$ cat src/rtl/alu.sv
// 4-bit execution-stage ALU: combinational opcode decode feeding a result
// register and a status-flag register {N, V, C, Z}.
module alu (
    input  logic       iClk,
    input  logic       iReset,
    input  logic [3:0] ivInstruccion,
    input  logic [3:0] ivRegistroA,
    input  logic [3:0] ivRegistroB,
    output logic [3:0] ovResultado,
    output logic [3:0] ovFlags
);

    localparam logic [3:0] OP_ADD   = 4'b0000;
    localparam logic [3:0] OP_SUB   = 4'b0001;
    localparam logic [3:0] OP_AND   = 4'b0010;
    localparam logic [3:0] OP_OR    = 4'b0011;
    localparam logic [3:0] OP_XOR   = 4'b0100;
    localparam logic [3:0] OP_NOT   = 4'b0101;
    localparam logic [3:0] OP_NAND  = 4'b0110;
    localparam logic [3:0] OP_NOR   = 4'b0111;
    localparam logic [3:0] OP_SHL   = 4'b1000;
    localparam logic [3:0] OP_SHR   = 4'b1001;
    localparam logic [3:0] OP_ROL   = 4'b1010;
    localparam logic [3:0] OP_ROR   = 4'b1011;
    localparam logic [3:0] OP_INC   = 4'b1100;
    localparam logic [3:0] OP_DEC   = 4'b1101;
    localparam logic [3:0] OP_PASSB = 4'b1110;
    localparam logic [3:0] OP_CMP   = 4'b1111;

    logic [3:0] result_q, result_d;
    logic [3:0] flags_q,  flags_d;
    logic [4:0] sum_w, diff_w;
    logic [3:0] res_w;
    logic       carry_w, ovf_w;

    // Shared adder/subtractor; bit 4 carries the carry-out or the borrow.
    assign sum_w  = {1'b0, ivRegistroA} + {1'b0, ivRegistroB};
    assign diff_w = {1'b0, ivRegistroA} - {1'b0, ivRegistroB};

    // Opcode decode: raw result plus carry and overflow for every encoding.
    always_comb begin
        res_w   = 4'b0000;
        carry_w = 1'b0;
        ovf_w   = 1'b0;
        case (ivInstruccion)
            OP_ADD: begin
                res_w   = sum_w[3:0];
                carry_w = sum_w[4];
                ovf_w   = (ivRegistroA[3] == ivRegistroB[3]) && (sum_w[3] != ivRegistroA[3]);
            end
            OP_SUB, OP_CMP: begin
                res_w   = diff_w[3:0];
                carry_w = diff_w[4];
                ovf_w   = (ivRegistroA[3] != ivRegistroB[3]) && (diff_w[3] != ivRegistroA[3]);
            end
            OP_AND:   res_w = ivRegistroA & ivRegistroB;
            OP_OR:    res_w = ivRegistroA | ivRegistroB;
            OP_XOR:   res_w = ivRegistroA ^ ivRegistroB;
            OP_NOT:   res_w = ~ivRegistroA;
            OP_NAND:  res_w = ~(ivRegistroA & ivRegistroB);
            OP_NOR:   res_w = ~(ivRegistroA | ivRegistroB);
            OP_SHL: begin
                res_w   = {ivRegistroA[2:0], 1'b0};
                carry_w = ivRegistroA[3];
                ovf_w   = ivRegistroA[3] ^ ivRegistroA[2];
            end
            OP_SHR: begin
                res_w   = {1'b0, ivRegistroA[3:1]};
                carry_w = ivRegistroA[0];
            end
            OP_ROL: begin
                res_w   = {ivRegistroA[2:0], ivRegistroA[3]};
                carry_w = ivRegistroA[3];
            end
            OP_ROR: begin
                res_w   = {ivRegistroA[0], ivRegistroA[3:1]};
                carry_w = ivRegistroA[0];
            end
            OP_INC: begin
                res_w   = ivRegistroA + 4'd1;
                carry_w = (ivRegistroA == 4'b1111);
                ovf_w   = (ivRegistroA == 4'b0111);
            end
            OP_DEC: begin
                res_w   = ivRegistroA - 4'd1;
                carry_w = (ivRegistroA == 4'b0000);
                ovf_w   = (ivRegistroA == 4'b1000);
            end
            OP_PASSB: res_w = ivRegistroB;
            default:  res_w = 4'b0000;
        endcase
    end

    // Flags always follow the computed value; CMP keeps the previous result.
    always_comb begin
        flags_d  = {res_w[3], ovf_w, carry_w, (res_w == 4'b0000)};
        result_d = (ivInstruccion == OP_CMP) ? result_q : res_w;
    end

    // Output registers with asynchronous clear.
    always_ff @(posedge iClk or posedge iReset) begin
        if (iReset) begin
            result_q <= 4'b0000;
            flags_q  <= 4'b0000;
        end else begin
            result_q <= result_d;
            flags_q  <= flags_d;
        end
    end

    assign ovResultado = result_q;
    assign ovFlags     = flags_q;

endmodule

$ cat config.mk
export PLATFORM = sky130hd
export DESIGN_NAME = alu
export DESIGN_NICKNAME = d
export VERILOG_FILES = /design/src/rtl/alu.sv
export SDC_FILE = /design/constraint.sdc
export NUM_CORES = 1
export LEC_CHECK = 0
export CAP_MARGIN = 30
export CORE_MARGIN = 5
export CORE_UTILIZATION = 53
export DETAILED_ROUTE_END_ITERATION = 10
export HOLD_SLACK_MARGIN = 0.06
export MAX_ROUTING_LAYER = met4
export PLACE_DENSITY = 0.77
export REMOVE_ABC_BUFFERS = 1
export SYNTH_ARGS = -nofsm -noshare
export SYNTH_HDL_FRONTEND = slang
export SYNTH_SLANG_ARGS = --single-unit
$ cat constraint.sdc
create_clock -name iClk -period 1 [get_ports iClk]
set_input_delay 0.25 -clock iClk [delete_from_list [all_inputs] [get_ports iClk]]
set_output_delay 0.25 -clock iClk [all_outputs]
set_load 0.01 [all_outputs]
==> reports/metrics.csv <==
metric;value;unit
clkTransAtPathRegs;0.05;ns
cts_buffers;3;
dieArea;3520;um^2
top_layer_used;met4;
num-nets-final;262;
hold_path_class;input port to asynchronous set/reset pin;
grt_use_total;30.3;%
ios;22;
die_h;59.4;um
rows;17;
r2r.worst_path.cells;2;
drv_slew;0;
synth_enable_flop_cells;0;
grt_pass1_wl;7710;um
clock_path_buffers;2;
synth-seq-cells;8;
rsz0062_at_grt;true;
port_buffers;21;
vias_per_cell;6.37;
dp_hpwl;3290;um
power.density;792;nW/um^2
min_period;1.88;ns
fin_total_pwr;1.62;mW
final_common_cell;buf_4;
power_frac_comb;60.3;%
worst_slew_pin_slew;0.376;ns
ys_seq_area_share;15.5;%
synthFlopType;dfrtp_1;
final_util;90.0;%
crit_type;input port to flip-flop;
grt_pass1_vias;1604;
post-route-period-util;188;%
postRouteAntennaNets;0;
final_cell_mix;50 x buf_4, 14 x nor2_1, 13 x buf_2;
crit_path_end_kind;flip-flop;
final_cell_area;2050;um^2
pwr-share-seq;24.0;%
layout-drive-gt1-share;51.1;%
stdcell_count;257;
cap_violations;0;
dp.cells;247;
wl_met3;446;um
whs;0.231;ns
netSwitchingFraction;39.1;%
finalClockSkew;0;ns
route.met2.wl;2540;um
cts-hold-fix-buffers;0;
timing_hold_violations_final;0;
arrival;2.09;ns
wl;5100;um
wl_met1;1860;um
setup_slack;-0.884;ns
synth_cell_types;50;
p_leak;0.937;nW
avgSynthCellArea;7.83;um^2
irDropWorstVdd;0.958;mV
antenna_found_initial;0;
ys_async_sr_fraction;100;%
crit_required;1.20;ns
violations;negative setup slack;
h-tree-depth;1;
status;complete, but fails checks;
p_sw;0.635;mW
fmaxAchievable;531;MHz
p_int;0.989;mW
area_growth;58.7;%
startpoint_type;input port;
wl_per_cell;19.8;um
grt_max_degree;23;
gp_congestion;0.924;
placed_cell_area;1820;um^2
overflow;0;
power_frac_clock;15.7;%
root_buffer;clkbuf_4;
synthesis.instances;165;
drtIter0Drc;167;
setup_violations;15;
syn_area;1290;um^2
nFillCells;105;
initial_utilization;56.7;%
die_width;59.4;um
post-place-ws;-1.54;ns
core-area;2280;um^2
slew_headroom;74.9;%
first_pass_iters;4;
setup_tns;-5.50;ns
vias;1637;
cts_tree;built;
crit_fanout;4;
ys_warn_count;0;
clock_sinks;8;
drc;0;
n_antenna_cell;0;
clk_latency;0.26;ns
## synth_stat cells, drive strengths merged (2+ instances only)
master / instances / share of area [%]
o311ai: 2 / 1.4
a21oi: 13 / 5.0
nand3: 3 / 1.2
o21ai: 7 / 2.7
nand2b: 4 / 1.9
a21o: 2 / 1.2
o21bai: 2 / 1.2
nor3b: 2 / 1.2
dfrtp: 8 / 16
nand4: 2 / 0.97
xor2: 2 / 1.4
nor2: 14 / 4.1
buf: 4 / 2.0
nand2: 8 / 2.3
ha: 15 / 15
nor2b: 4 / 1.9
mux2: 4 / 3.5
nor3: 4 / 1.6
clkbuf: 8 / 2.3
and2: 2 / 0.97
a22oi: 4 / 2.3
fa: 2 / 3.1
xnor2: 6 / 4.1
a31oi: 2 / 0.97
o31ai: 2 / 1.2
a32oi: 3 / 2.0
mux2i: 5 / 3.9
inv: 13 / 3.8
o22ai: 2 / 0.97
## flip-flops by register name (all words and copies together) (netlist names)
name	count
ovResultado	4
ovFlags	4
## path summary, 6_finish.rpt
| check | startpoint | endpoint | slack [ns] |
|---|---|---|---|
| setup / recovery | ivRegistroA[1] | ovResultado[3]$_DFFE_PP0P_ | -0.88 |
| hold / removal | iReset | ovResultado[1]$_DFFE_PP0P_ | 0.23 |
| setup reg to reg | ovResultado[0]$_DFFE_PP0P_ | ovResultado[0]$_DFFE_PP0P_ | 0.13 |
| hold reg to reg | ovResultado[3]$_DFFE_PP0P_ | ovResultado[3]$_DFFE_PP0P_ | 0.51 |
| max in group asynchronous | iReset | ovResultado[3]$_DFFE_PP0P_ | 0.54 |
| min in group iClk | ivInstruccion[1] | ovFlags[2]$_DFF_PP0_ | 0.47 |
## metal layers
layer | up-vias | global-route usage [%]
li1 | 727 | -
met4 | 0 | 11.7
met5 | - | -
met2 | 115 | 50.5
met1 | 765 | 35.3
met3 | 30 | 6.54
## layout make-up
type,count,area [um^2],area share [%]
multi-input cells,132,1190,58.2
flip-flops and latches,8,200,9.77
well taps,28,35.0,1.71
inverters,13,48.8,2.38
repair buffers,73,549,26.8
clock buffers,3,22.5,1.10
## power groups by stage
stage | Sequential, mW | Combinational (mW) | Clock [mW]
after CTS | 0.386 | 0.896 | 0.263
after floorplan | 0.415 | 0.341 | 0
after global routing | 0.393 | 1.04 | 0.287
after detailed placement | 0.393 | 0.818 | 0
after global placement | 0.389 | 0.790 | 0
final | 0.390 | 0.979 | 0.255
## kinds of logic (layout without fill, tap and decap cells)
| family | after synthesis | after routing | synth area share [%] |
|---|---|---|---|
| multiplexers | 9 | 9 | 7.36 |
| flip-flops | 8 | 8 | 15.5 |
| AO/OA/AOI/OAI | 48 | 48 | 25.5 |
| buffers and inverters | 25 | 89 | 8.14 |
| XOR/XNOR | 8 | 8 | 5.43 |
| AND/OR/NAND/NOR | 50 | 50 | 20.4 |
| adder cells (fa/ha/maj) | 17 | 17 | 17.6 |
## worst max-delay path, stage by stage
cell	delay, ns
buf_8	0.10
or4b_4	0.55
a2111o_1	0.41
nand4_1	0.13
o31ai_2	0.09
a311oi_2	0.33
mux2_4	0.22
## repair_timing
item | CTS | global route
cloned | 0 | 0
setup buffers | 4 | 3
endpoints found under the setup margin | 16 | 16
pin swaps | 29 | 9
gates resized for setup | 115 | 10
Power figures use the tool's default switching activity.
